### config.mk
export PLATFORM = sky130hd
export DESIGN_NAME = hazard_fwd_unit
export DESIGN_NICKNAME = d
export VERILOG_FILES = /design/src/rtl/hazard_fwd_unit_pkg.sv /design/src/rtl/hazard_fwd_unit_sat_counter.sv /design/src/rtl/hazard_fwd_unit.sv
export SDC_FILE = /design/constraint.sdc
export NUM_CORES = 1
export LEC_CHECK = 0
export CORE_ASPECT_RATIO = 1.25
export CORE_MARGIN = 8
export CORE_UTILIZATION = 37
export CTS_BUF_LIST = sky130_fd_sc_hd__clkbuf_8 sky130_fd_sc_hd__clkbuf_16
export DETAILED_ROUTE_END_ITERATION = 8
export GPL_ROUTABILITY_DRIVEN = 0
export PLACE_DENSITY_LB_ADDON = 0.08
export SYNTH_ARGS = -nofsm -noshare
export SYNTH_HDL_FRONTEND = slang
export SYNTH_SLANG_ARGS = --single-unit
### constraint.sdc
create_clock -name clk -period 3.4 [get_ports clk]
set_input_delay 1.02 -clock clk [delete_from_list [all_inputs] [get_ports clk]]
set_output_delay 1.02 -clock clk [all_outputs]
set_load 0.005 [all_outputs]
### src/rtl/hazard_fwd_unit_pkg.sv
// Shared encodings and decode helpers for the hazard/forwarding unit.
package hazard_fwd_unit_pkg;

    localparam logic [6:0] OP_LUI   = 7'b0110111;
    localparam logic [6:0] OP_AUIPC = 7'b0010111;
    localparam logic [6:0] OP_JAL   = 7'b1101111;
    localparam logic [6:0] OP_R     = 7'b0110011;
    localparam logic [6:0] OP_S     = 7'b0100011;
    localparam logic [6:0] OP_B     = 7'b1100011;

    localparam logic [1:0] WB_SEL_MEM = 2'b00;

    localparam logic [1:0] FWD_RF  = 2'b00;
    localparam logic [1:0] FWD_MEM = 2'b01;
    localparam logic [1:0] FWD_WB  = 2'b10;

    localparam logic [1:0] HZ_RUN   = 2'b00;
    localparam logic [1:0] HZ_LU    = 2'b01;
    localparam logic [1:0] HZ_REDIR = 2'b10;

    function automatic logic uses_rs1(input logic [6:0] op);
        return !(op == OP_LUI || op == OP_AUIPC || op == OP_JAL);
    endfunction

    function automatic logic uses_rs2(input logic [6:0] op);
        return (op == OP_R || op == OP_S || op == OP_B);
    endfunction

    // A load sitting in MEM has no data yet, so it must fall through to WB.
    function automatic logic [1:0] fwd_sel(
        input logic [4:0] rs,
        input logic [4:0] rd_m,
        input logic       ld_m,
        input logic [4:0] rd_w
    );
        if (rd_m != 5'd0 && rs == rd_m && !ld_m)
            return FWD_MEM;
        else if (rd_w != 5'd0 && rs == rd_w)
            return FWD_WB;
        else
            return FWD_RF;
    endfunction

endpackage

### src/rtl/hazard_fwd_unit_sat_counter.sv
// Saturating event counter; holds at all-ones instead of wrapping.
module sat_counter #(
    parameter int CNT_W = 16
) (
    input  logic             clk,
    input  logic             reset,
    input  logic             inc,
    output logic [CNT_W-1:0] cnt
);

    always_ff @(posedge clk) begin
        if (reset)
            cnt <= '0;
        else if (inc && !(&cnt))
            cnt <= cnt + 1'b1;
    end

endmodule

### src/rtl/hazard_fwd_unit.sv
// Load-use / redirect hazard control and EX operand forwarding selects,
// with MEM/WB destination shadows and saturating event counters.
module hazard_fwd_unit
    import hazard_fwd_unit_pkg::*;
#(
    parameter int WIDTH = 32,
    parameter int CNT_W = 16
) (
    input  logic             clk,
    input  logic             reset,
    input  logic [WIDTH-1:0] instruction_d,
    input  logic [WIDTH-1:0] instruction_ex,
    input  logic             RegW_en_ex,
    input  logic [1:0]       WB_sel_ex,
    input  logic             PC_sel_ex,
    output logic             stall_f,
    output logic             stall_d,
    output logic             flush_fd,
    output logic             flush,
    output logic [1:0]       fwd_a_sel,
    output logic [1:0]       fwd_b_sel,
    output logic [1:0]       hz_state,
    output logic [CNT_W-1:0] stall_cnt,
    output logic [CNT_W-1:0] flush_cnt
);

    logic [6:0] op_d;
    logic [4:0] rs1_d;
    logic [4:0] rs2_d;
    logic [4:0] rd_ex;
    logic [4:0] rs1_ex;
    logic [4:0] rs2_ex;

    assign op_d   = instruction_d[6:0];
    assign rs1_d  = instruction_d[19:15];
    assign rs2_d  = instruction_d[24:20];
    assign rd_ex  = instruction_ex[11:7];
    assign rs1_ex = instruction_ex[19:15];
    assign rs2_ex = instruction_ex[24:20];

    logic unused_d_bits;
    assign unused_d_bits = &{1'b0, instruction_d[WIDTH-1:25],
                             instruction_d[14:7]};

    logic wr_ex;
    logic ld_ex;

    // Flushed ID/EX keeps stale control bits; a zero word marks the bubble.
    assign wr_ex = RegW_en_ex && (rd_ex != 5'd0) &&
                   (instruction_ex != '0);
    assign ld_ex = wr_ex && (WB_sel_ex == WB_SEL_MEM);

    logic [4:0] rd_m;
    logic       ld_m;
    logic [4:0] rd_w;

    always_ff @(posedge clk) begin
        if (reset) begin
            rd_m <= 5'd0;
            ld_m <= 1'b0;
            rd_w <= 5'd0;
        end else begin
            rd_m <= wr_ex ? rd_ex : 5'd0;
            ld_m <= ld_ex;
            rd_w <= rd_m;
        end
    end

    assign fwd_a_sel = fwd_sel(rs1_ex, rd_m, ld_m, rd_w);
    assign fwd_b_sel = fwd_sel(rs2_ex, rd_m, ld_m, rd_w);

    logic lu;
    logic redir;
    logic lu_act;

    assign lu = ld_ex &&
                ((uses_rs1(op_d) && rs1_d == rd_ex) ||
                 (uses_rs2(op_d) && rs2_d == rd_ex));

    assign redir  = PC_sel_ex;
    assign lu_act = lu && !redir;

    assign stall_f  = lu_act;
    assign stall_d  = lu_act;
    assign flush_fd = redir;
    assign flush    = redir || lu_act;

    logic [1:0] hz_next;

    always_comb begin
        hz_next = HZ_RUN;
        unique case (1'b1)
            redir:   hz_next = HZ_REDIR;
            lu_act:  hz_next = HZ_LU;
            default: hz_next = HZ_RUN;
        endcase
    end

    always_ff @(posedge clk) begin
        if (reset)
            hz_state <= HZ_RUN;
        else
            hz_state <= hz_next;
    end

    sat_counter #(.CNT_W(CNT_W)) u_stall_cnt (
        .clk   (clk),
        .reset (reset),
        .inc   (lu_act),
        .cnt   (stall_cnt)
    );

    sat_counter #(.CNT_W(CNT_W)) u_flush_cnt (
        .clk   (clk),
        .reset (reset),
        .inc   (redir),
        .cnt   (flush_cnt)
    );

endmodule

==> flow_metrics.tcl <==
set metrics [dict create \
    ys_async_sr_fraction_pct 0 \
    fin_area_um2 3625 \
    violations "setup timing" \
    timing.final.crit_period_ps 3447 \
    drive_gt1_share_pct 17.31 \
    netlist.area_leader.share_pct 37.60 \
    dpl_cell_area_um2 3427 \
    min_path_type "register to register" \
    worst_slack_ps -46.53 \
    cts_buffers 5 \
    syn_area_um2 2396 \
    ys_seq_area_share_pct 37.60 \
    max-cap-violations 0 \
    coreArea_um2 6400 \
    drv_slew 0 \
    root_buffer "clkbuf_8" \
    maxSlewHeadroom_pct 58.33 \
    cts_buffer_depth 2 \
    dr.pass1.iters 6 \
    die_w_um 87.98 \
    min_period_over_period_pct 101.4 \
    globalRouteOverflowTotal 0 \
    routed_wl_um 6797 \
    power.density_nw_per_um2 282.7 \
    synth-main-ff-cell "dfxtp_1" \
    crit_arrival_ps 2430 \
    post-route-util_pct 56.64 \
    io_pins 112 \
    cp_max_fo 4 \
    required_ps 2380 \
    finalClockSkew_ps 9.267 \
    rows 33 \
    rsz0062_at_grt "true" \
    criticalPathCategory "input port to primary output" \
    numClockSinks 45 \
    grt_pass1_wl_um 10870 \
    tightest_slew_ps 623.2 \
    antenna_found_initial 0 \
    antenna_left 0 \
    syn_to_final_growth_pct 51.28 \
    dp_hpwl_um 5171 \
    synthesis.nets 349 \
    grt.total_usage_pct 14.66 \
    wl_per_cell_um 14.34 \
    dr.first_iter.drc_count 132 \
    vias_per_cell 5.015 \
    drcViolationCount 0 \
    die_h_um 106.0 \
    final_nets 458 \
    grt_pass1_vias 2366 \
    syn_inst 277 \
    cts_tree "built" \
    clk_pin_slew_ps 90 \
    finalSetupViolCount 3 \
    syn_area_per_cell_um2 8.650 \
    synth_area_leader_cell "dfxtp_1" \
    vias 2377 \
    cp-end-kind "primary output" \
    grt_max_degree 21 \
    outcome "complete, but fails checks" \
    p_leak_nw 1.385 \
    cp-start-kind "input port" \
    die-area_um2 9323 \
    ys_seq_elements 45 \
    vdd_drop_max_mv 0.2202 \
    maxClockFrequency_mhz 290.1 \
    hold_viol 0 \
    diodes 0 \
    htree_levels 2 \
    synth_area_leaders "dfxtp_1 38%, xor2_1 9.9%, xnor2_1 4.8%" \
    synth_edf_count 0 \
    port_buffers 79 \
    synth.distinct_cells 49 \
    synth-warning-count 0 \
    clock_latency_ps 300 \
    initial_core_util_pct 37.44 \
    regToRegSetupSlack_ps 930 \
]
## cell type report
cell class / instances / area, µm²
fill: 616 / 2775
multi-input combinational: 218 / 1481
timing repair buffer: 113 / 1030
sequential: 45 / 900.9
tap: 87 / 108.9
clock buffer: 5 / 68.82
clock inverter: 3 / 21.27
inverter: 3 / 13.76
## cell families after synthesis
group	after synthesis	synth area share [%]
xor gates and xnor gates	40	14.62
adders and majority gates	2	1.044
buffers and inverters	14	3.133
muxes	3	1.514
AOI/OAI and AO/OA	43	11.28
DFF	45	37.60
and+or+nand+nor	130	30.81
## placed cells by master (no fill, tap or decap), types with 4 or more instances in the layout
cell,n
buf_4,33
buf_6,5
a21oi_1,17
o21ai_0,7
xnor2_1,13
nand3_1,17
nor2b_1,12
clkdlybuf4s50_1,55
clkbuf_8,5
o31ai_1,5
nand2_1,13
nor4_1,7
dlymetal6s2s_1,6
or4_1,10
or3_1,5
and2_1,7
dlygate4sd2_1,8
nor3_1,6
nand4_1,10
xor2_1,27
buf_2,4
and3_1,4
dfxtp_1,45
nor2_1,23
## routing by layer
| layer | wire, µm | track usage, % | up-vias |
|---|---|---|---|
| li1 | - | - | 1227 |
| met1 | 2735 | 15.84 | 1097 |
| met5 | 0 | 0 | - |
| met3 | 432 | 4.938 | 6 |
| met2 | 3545 | 25.93 | 47 |
| met4 | 83 | 4.439 | 0 |
## flip-flops by register name (all words and copies together) (netlist names)
signal / flops
u_stall_cnt.cnt: 16
rd_m: 5
hz_state: 2
u_flush_cnt.cnt: 16
ld_m: 1
rd_w: 5
## repair_timing
item,in CTS,in global routing
pin swaps,8,10
resized for setup,54,15
endpoints found under the setup margin,7,5
hold buffers,0,0
buffers inserted,6,2
gates cloned,0,0
## metrics by stage
step | hold WS, ps | setup TNS (ps) | setup slack (ps) | instances | total power [mW]
after floorplan | 470.8 | 0 | 46.92 | 277 | 0.6067
after global placement | 475.2 | -3723 | -755.0 | 458 | 0.6945
after detailed placement | 486.6 | -3889 | -772.5 | 458 | 0.6961
after CTS | 499.8 | -95.10 | -44.96 | 472 | 1.037
after global routing | 536.9 | -207.5 | -76.13 | 474 | 1.077
final | 490.2 | -98.34 | -46.53 | 474 | 1.025
## power by group
| group | leakage, nW | switching, mW | internal, mW | total (mW) |
|---|---|---|---|---|
| clock | 0.0445 | 0.191 | 0.146 | 0.337 |
| sequential | 0.364 | 0.00922 | 0.534 | 0.543 |
| combinational | 0.977 | 0.0578 | 0.0864 | 0.144 |
| total | 1.39 | 0.258 | 0.767 | 1.02 |
## synthesized netlist by cell type, types with 7 or more instances
cell / instances
a21oi_1: 17
dfxtp_1: 45
nand2_1: 13
nand3_1: 17
nand4_1: 10
nor2_1: 24
nor2b_1: 12
nor4_1: 9
o21ai_0: 7
or4_1: 11
xnor2_1: 13
xor2_1: 27
## path summary, 6_finish.rpt
| check | from | endpoint | cells after the start |
|---|---|---|---|
| max | instruction_ex[11] | stall_f | 7 |
| min | u_stall_cnt.cnt[8] | u_stall_cnt.cnt[8] | 2 |
| max reg2reg | u_stall_cnt.cnt[0] | u_stall_cnt.cnt[9] | 6 |
| min reg2reg | u_stall_cnt.cnt[8] | u_stall_cnt.cnt[8] | 2 |
## critical path, cell delays in order
cell      delay (ps)
buf_6             90
or4_4            530
o211ai_4         240
and4b_4          260
nor2_4           110
inv_4             60
buf_6            110
(Power assumes the default switching activity.)
==> RTL change 1, RTL diff (same settings) <==
Set the parameter `WIDTH` to 48 (it was 32).
--- a/src/rtl/hazard_fwd_unit.sv
+++ b/src/rtl/hazard_fwd_unit.sv
@@ -4,5 +4,5 @@
     import hazard_fwd_unit_pkg::*;
 #(
-    parameter int WIDTH = 32,
+    parameter int WIDTH = 48,
     parameter int CNT_W = 16
 ) (
Interface: changed (resized instruction_d and instruction_ex); port bits go from 112 to 144. The function was not compared with the original's and may differ.
==> RTL change 1 against the original RTL <==
Global-route usage decreased by 0.37 points. Worst hold slack improved by 0.0052 ns. Final area decreased by 0.10%. Sequential cell count unchanged. Synthesized area increased by 0.26%. Power decreased by 1.4%. Wire length decreased by 1.8%. Setup slack improved by 0.085 ns. Largest cell class unchanged. Highest routed layer unchanged.
==> RTL change 1: results (changes against the original RTL) <==
| Metric | Value |
|---|---|
| DRT Wirelength | `6673 µm (-1.8%)` |
| Synth warnings | `0 (unchanged)` |
| Maximum clock path buffer count | `2 (unchanged)` |
| HPWL Detailed | `4953 µm (-4.2%)` |
| Crit path max fanout | `3 (-1)` |
| Syn nets | `373 (+6.9%)` |
| DRC | `0 (unchanged)` |
| Post-synthesis sequential area ratio | `0.3750 (-0.0009791)` |
| Adder-cell share of the synthesized area | `0.01042 (-0.00002720)` |
| Setup Skew | `0.01110 ns (+0.001836 ns)` |
| Post-synth top cells | `45 x dfxtp_1, 30 x xor2_1, 26 x nor2_1` |
| H-Tree Level Count | `2 (unchanged)` |
| Total GRT Usage | `0.1429 (-0.003732)` |
| Placed inst area | `3392 µm² (-1.0%)` |
| Worst path slowest cell | `or4_4` |
| First-pass GRT wire length | `10730 µm (-1.3%)` |
| Leakage | `0.001437 µW (+3.7%)` |
| Distinct cells, synth | `46 (-6.1%)` |
| Largest stage delay, worst path | `0.54 ns` |
| Wl on met1 | `2848 µm (+4.1%)` |
| Root Driver | `clkbuf_8` |
| Switch share | `0.2491 (-0.002901)` |
| Max rail drop VDD | `0.0001775 V (-19%)` |
| Metal2 WL | `3433 µm (-3.2%)` |
| Synth top area cells | `dfxtp_1 38%, xor2_1 11%, xnor2_1 5.5%` |
| Final std cells w/o fill | `457 (-3.6%)` |
| Clock latency on the worst-skew pair | `0.30 ns (about the same)` |
| Outcome | `finished clean` |
| Post-synthesis mux area share | `0.01667 (+0.001523)` |
| Post-synthesis compound-gate area fraction | `0.1005 (-0.01227)` |
| Pre-CTS WS | `-0.6749 ns (+0.09765 ns)` |
| Post-Synth XOR/XNOR Area | `0.1641 (+0.01785)` |
| Port-buffer cells | `79 (unchanged)` |
| Max Used Layer | `met4` |
| # diodes | `0 (unchanged)` |
| Initial antenna violation count | `0 (unchanged)` |
| Placed cell count | `445 (-2.8%)` |
| Vias in the first global route | `2281 (-3.6%)` |
| Post-synth EDFFs | `0 (unchanged)` |
| WL met3 | `325 µm (-25%)` |
| Top cell family by delay on the critical path | `simple AND/OR/NAND/NOR gates` |
| TritonRoute pass-1 iters | `4 (-2)` |
| DR iter-0 viols | `67 (-49%)` |
| Nets | `473 (+3.3%)` |
| Avg Inst Size Synth | `8.930 µm² (+3.2%)` |
| Layout cells sized above 1 | `0.1892 (+0.01606)` |
| Vias per cell | `5.007 (-0.16%)` |
| Worst Tran Pin Value | `0.7718 ns (+0.1487 ns)` |
| Largest net degree at the start of global routing | `27 (+29%)` |
| CP arrival | `2.34 ns (-0.09 ns)` |
==> RTL change 1: cell types whose count changed after synthesis, sizes merged, moves of 3 or more <==
| cell | before | now |
|---|---|---|
| nand4 | 10 | 14 |
| or4 | 11 | 8 |
| nand3 | 17 | 11 |
| nor4 | 10 | 5 |
| xor2 | 27 | 30 |
| or3 | 5 | 10 |
| a21oi | 17 | 14 |
==> RTL change 1: routing by layer <==
layer / GRT usage / up-vias
li1: - / 1168
met1: 0.1627 / 1067
met2: 0.2528 / 47
met3: 0.03472 / 6
met4: 0.04364 / 0
met5: 0 / -
==> RTL change 1: cell type report <==
type | instances | area (µm²)
clock buffer | 5 | 68.82
sequential | 45 | 900.9
timing repair buffer | 103 | 948.4
multi-input combinational | 211 | 1565
clock inverter | 3 | 15.01
inverter | 3 | 13.76
tap | 87 | 108.9
fill | 634 | 2820
==> RTL change 1: logic make-up (layout without fill, tap and decap cells) <==
logic type | after synthesis | after routing
adder cells (fa/ha/maj) | 2 | 2
XOR/XNOR | 45 | 45
buffers and inverters | 13 | 114
AO/OA/AOI/OAI | 37 | 37
flip-flops | 45 | 45
AND/OR/NAND/NOR | 124 | 124
multiplexers | 3 | 3
==> RTL change 1: worst reg2reg max path: cells and delay by family, from the launching register on <==
family | cells | cell delay [ns]
and+or+nand+nor | 5 | 1.31
DFF | 1 | 0.42
adders and majority gates | 1 | 0.28
AOI/OAI and AO/OA | 1 | 0.05
==> RTL change 1: repair_timing <==
action                     4_1_cts  5_1_grt
hold buffers                     0        0
buffers inserted                 4        2
pin swaps                       13       20
setup endpoints to repair        7        7
resized for setup               45       51
==> RTL change 1: metrics by stage <==
step,TNS (ns),hold WS [ns],total power (µW)
3_3_place_gp,-3.687,0.4796,696.1
6_report,0,0.4954,1010
4_1_cts,-0.4998,0.5031,1017
3_5_place_dp,-3.726,0.4939,696.4
2_1_floorplan,0,0.4767,607.4
5_1_grt,0,0.5474,1062
==> RTL change 1: path summary, 6_finish.rpt <==
check        depth (start not counted)            endpoint          startpoint  slack (ns)
min                                  2  u_stall_cnt.cnt[9]  u_stall_cnt.cnt[9]        0.50
min reg2reg                          2  u_stall_cnt.cnt[9]  u_stall_cnt.cnt[9]        0.50
max                                  7             stall_d  instruction_ex[11]        0.04
max reg2reg                          7  u_stall_cnt.cnt[5]  u_stall_cnt.cnt[0]        1.23
==> RTL change 1: power groups by stage <==
stage	Sequential (µW)	Combinational [µW]	Clock [µW]
after floorplan	554	53.8	0
after global placement	556	140	0
after detailed placement	556	140	0
after CTS	544	140	333
after global routing	545	165	352
final	543	152	315
==> RTL change 2, RTL diff (same flow settings) <==
Without the edit above. Reset style: asynchronous (`reset`), changed in 3 clocked blocks.
--- a/src/rtl/hazard_fwd_unit_sat_counter.sv
+++ b/src/rtl/hazard_fwd_unit_sat_counter.sv
@@ -9,5 +9,5 @@
 );
 
-    always_ff @(posedge clk) begin
+    always_ff @(posedge clk or posedge reset) begin
         if (reset)
             cnt <= '0;
--- a/src/rtl/hazard_fwd_unit.sv
+++ b/src/rtl/hazard_fwd_unit.sv
@@ -55,5 +55,5 @@
     logic [4:0] rd_w;
 
-    always_ff @(posedge clk) begin
+    always_ff @(posedge clk or posedge reset) begin
         if (reset) begin
             rd_m <= 5'd0;
@@ -97,5 +97,5 @@
     end
 
-    always_ff @(posedge clk) begin
+    always_ff @(posedge clk or posedge reset) begin
         if (reset)
             hz_state <= HZ_RUN;
Check against the original RTL: differs if reset is asserted again (counterexample within 4 cycles, from zero or initial values and one cycle with reset high); with reset held inactive, the same outputs for 10 cycles.
==> RTL change 2 against the original RTL <==
The run still ends with negative setup slack left. Synthesized area shrank 2.2%. Sequential cell count unchanged. Final area rose by 2.1%. Wire length is 7.5% lower. Setup slack worse by 0.12 ns. Sequential share of layout area grew 5.6 points. Critical path type unchanged. Largest cell class unchanged. Highest routed layer unchanged.
Power is not compared: it rests on default switching activity, and its combinational part moved more than twofold at a synthesized area within 25%.
==> RTL change 2: results (changes against the original RTL) <==
| Metric | Value |
|---|---|
| Hold Path Class | `reg2reg` |
| Filler instances | `578 (-6.2%)` |
| Crit path max fanout | `2 (-2)` |
| Worst Hold Depth | `0 (-2)` |
| Layout cells sized above 1 | `0.2529 (+0.07981)` |
| Synth top area cells | `dfrtp_1 48%, xor2_1 12%, xnor2_1 10%` |
| Syn nets | `290 (-17%)` |
| DR iter-0 viols | `34 (-74%)` |
| Max rail drop VDD | `0.0002188 V` |
| Total GRT Usage | `0.1400 (-0.006609)` |
| Largest net degree at the start of global routing | `25 (+19%)` |
| Leakage | `0.001655 µW` |
| Worst path slowest cell | `clkdlybuf4s50_1` |
| Avg WL per Cell | `14.79 µm (+3.2%)` |
| CP arrival | `2.55 ns (+0.12 ns)` |
| Nets | `411 (-10%)` |
| Cells after synthesis | `218 (-21%)` |
| Vias in the first global route | `2307 (-2.5%)` |
| Worst R2R Path Depth | `6 (unchanged)` |
| Final WS setup | `-0.1662 ns (-0.1197 ns)` |
| First-pass GRT wire length | `10460 µm (-3.7%)` |
| TritonRoute pass-1 iters | `4 (-2)` |
| H-Tree Level Count | `2 (unchanged)` |
| Clk pin slew, worst setup/hold paths | `0.08 ns` |
| Synth warnings | `0 (unchanged)` |
| Clock latency on the worst-skew pair | `0.30 ns (about the same)` |
| CTS Buf Count | `5 (unchanged)` |
| DR vias | `2038 (-14%)` |
| Largest stage delay, worst path | `0.45 ns (-0.08 ns)` |
| Port-buffer cells | `79 (unchanged)` |
| Distinct cells, synth | `36 (-27%)` |
| Initial antenna violation count | `0 (unchanged)` |
| Vias per cell | `4.795 (-4.4%)` |
| Outcome | `finished with violations` |
| Leading registers by flop count | `u_flush_cnt.cnt: 16 flops, u_stall_cnt.cnt: 16 flops` |
| Post-synthesis sequential area ratio | `0.4805 (+0.1045)` |
| Root Driver | `clkbuf_8` |
| Final setup vio count | `3 (unchanged)` |
| Flop2flop setup slack | `1.52 ns (+0.59 ns)` |
| CTS Hold Buffers Added | `0 (unchanged)` |
| Post-synth top cells | `45 x dfrtp_1, 32 x xor2_1, 28 x xnor2_1` |
| Setup Skew | `0.008344 ns (-0.0009226 ns)` |
| Asr flop ratio synth | `1.000 (+1.000)` |
| HPWL Detailed | `4737 µm (-8.4%)` |
| Worst Tran Pin Value | `0.5487 ns (-0.07441 ns)` |
| Failing checks | `negative setup slack` |
| # diodes | `0 (unchanged)` |
| Maximum clock path buffer count | `2 (unchanged)` |
-- RTL change 2: cell types whose count changed after synthesis, sizes merged, moves of 10 or more --
cell	before	now
nor2b	12	2
dfrtp	0	45
dfxtp	45	0
a21oi	17	1
xnor2	13	28
nor2	25	11
-- RTL change 2: kinds of logic after synthesis --
family,Yosys count,share of synthesized area
simple gates,93,0.2237
xor+xnor,60,0.2242
flops,45,0.4805
compound gates,9,0.03364
buf+inv,7,0.01762
mux,2,0.009610
fa+ha+maj,2,0.01068
-- RTL change 2: final cells by class --
| cell class | count | area, µm² | share of cell area |
|---|---|---|---|
| clock buffer | 5 | 68.82 | 0.01859 |
| clock inverter | 3 | 18.77 | 0.005069 |
| inverter | 2 | 7.507 | 0.002028 |
| multi-input combinational | 166 | 1310 | 0.3538 |
| sequential | 45 | 1126 | 0.3042 |
| tap | 85 | 106.4 | 0.02873 |
| timing repair buffer | 119 | 1065 | 0.2876 |
-- RTL change 2: path summary, 6_finish.rpt --
kind	start	to
setup reg to reg	u_stall_cnt.cnt[7]	u_stall_cnt.cnt[1]
hold reg to reg	rd_m[3]	rd_w[3]
min in group asynchronous	reset	u_stall_cnt.cnt[9]
hold / removal	rd_m[3]	rd_w[3]
max in group asynchronous	reset	u_flush_cnt.cnt[3]
setup / recovery	WB_sel_ex[1]	stall_d
-- RTL change 2: per-layer routing --
metal,global-route usage,vias to the layer above,routed length (µm)
li1,-,997,-
met1,0.1493,975,2460
met2,0.2555,55,3358
met3,0.03527,11,351
met4,0.05055,0,117
met5,0,-,0
-- RTL change 2: report_power, final --
part | internal, µW | switching [µW]
sequential | 583 | 67.7
combinational | 200 | 119
clock | 142 | 181
-- RTL change 2: critical path, delay by kind of cell --
family	cells	cell delay, ns
AO/OA/AOI/OAI	1	0.11
AND/OR/NAND/NOR	2	0.49
buffers and inverters	5	0.92
-- RTL change 2: per-stage QoR --
step	util	setup WS, ns	setup TNS (ns)	cell area [µm²]	hold WS [ns]
4_1_cts	0.5883	-0.1908	-0.5015	3627	0.4611
2_1_floorplan	-	0.0001001	0	2344	0.4196
3_5_place_dp	0.5562	-0.9315	-5.298	3430	0.4428
6_report	0.6004	-0.1662	-0.3332	3702	0.4529
5_1_grt	0.6004	-0.2329	-0.5416	3702	0.4780
3_3_place_gp	0.5562	-0.9454	-5.355	3430	0.4424
-- RTL change 2: what timing repair did --
| action | 4_1_cts | 5_1_grt |
|---|---|---|
| pin swaps | 11 | 8 |
| hold endpoints to repair | 0 | 0 |
| endpoints found under the setup margin | 7 | 6 |
| buffers inserted | 10 | 3 |
| gates resized for setup | 73 | 19 |
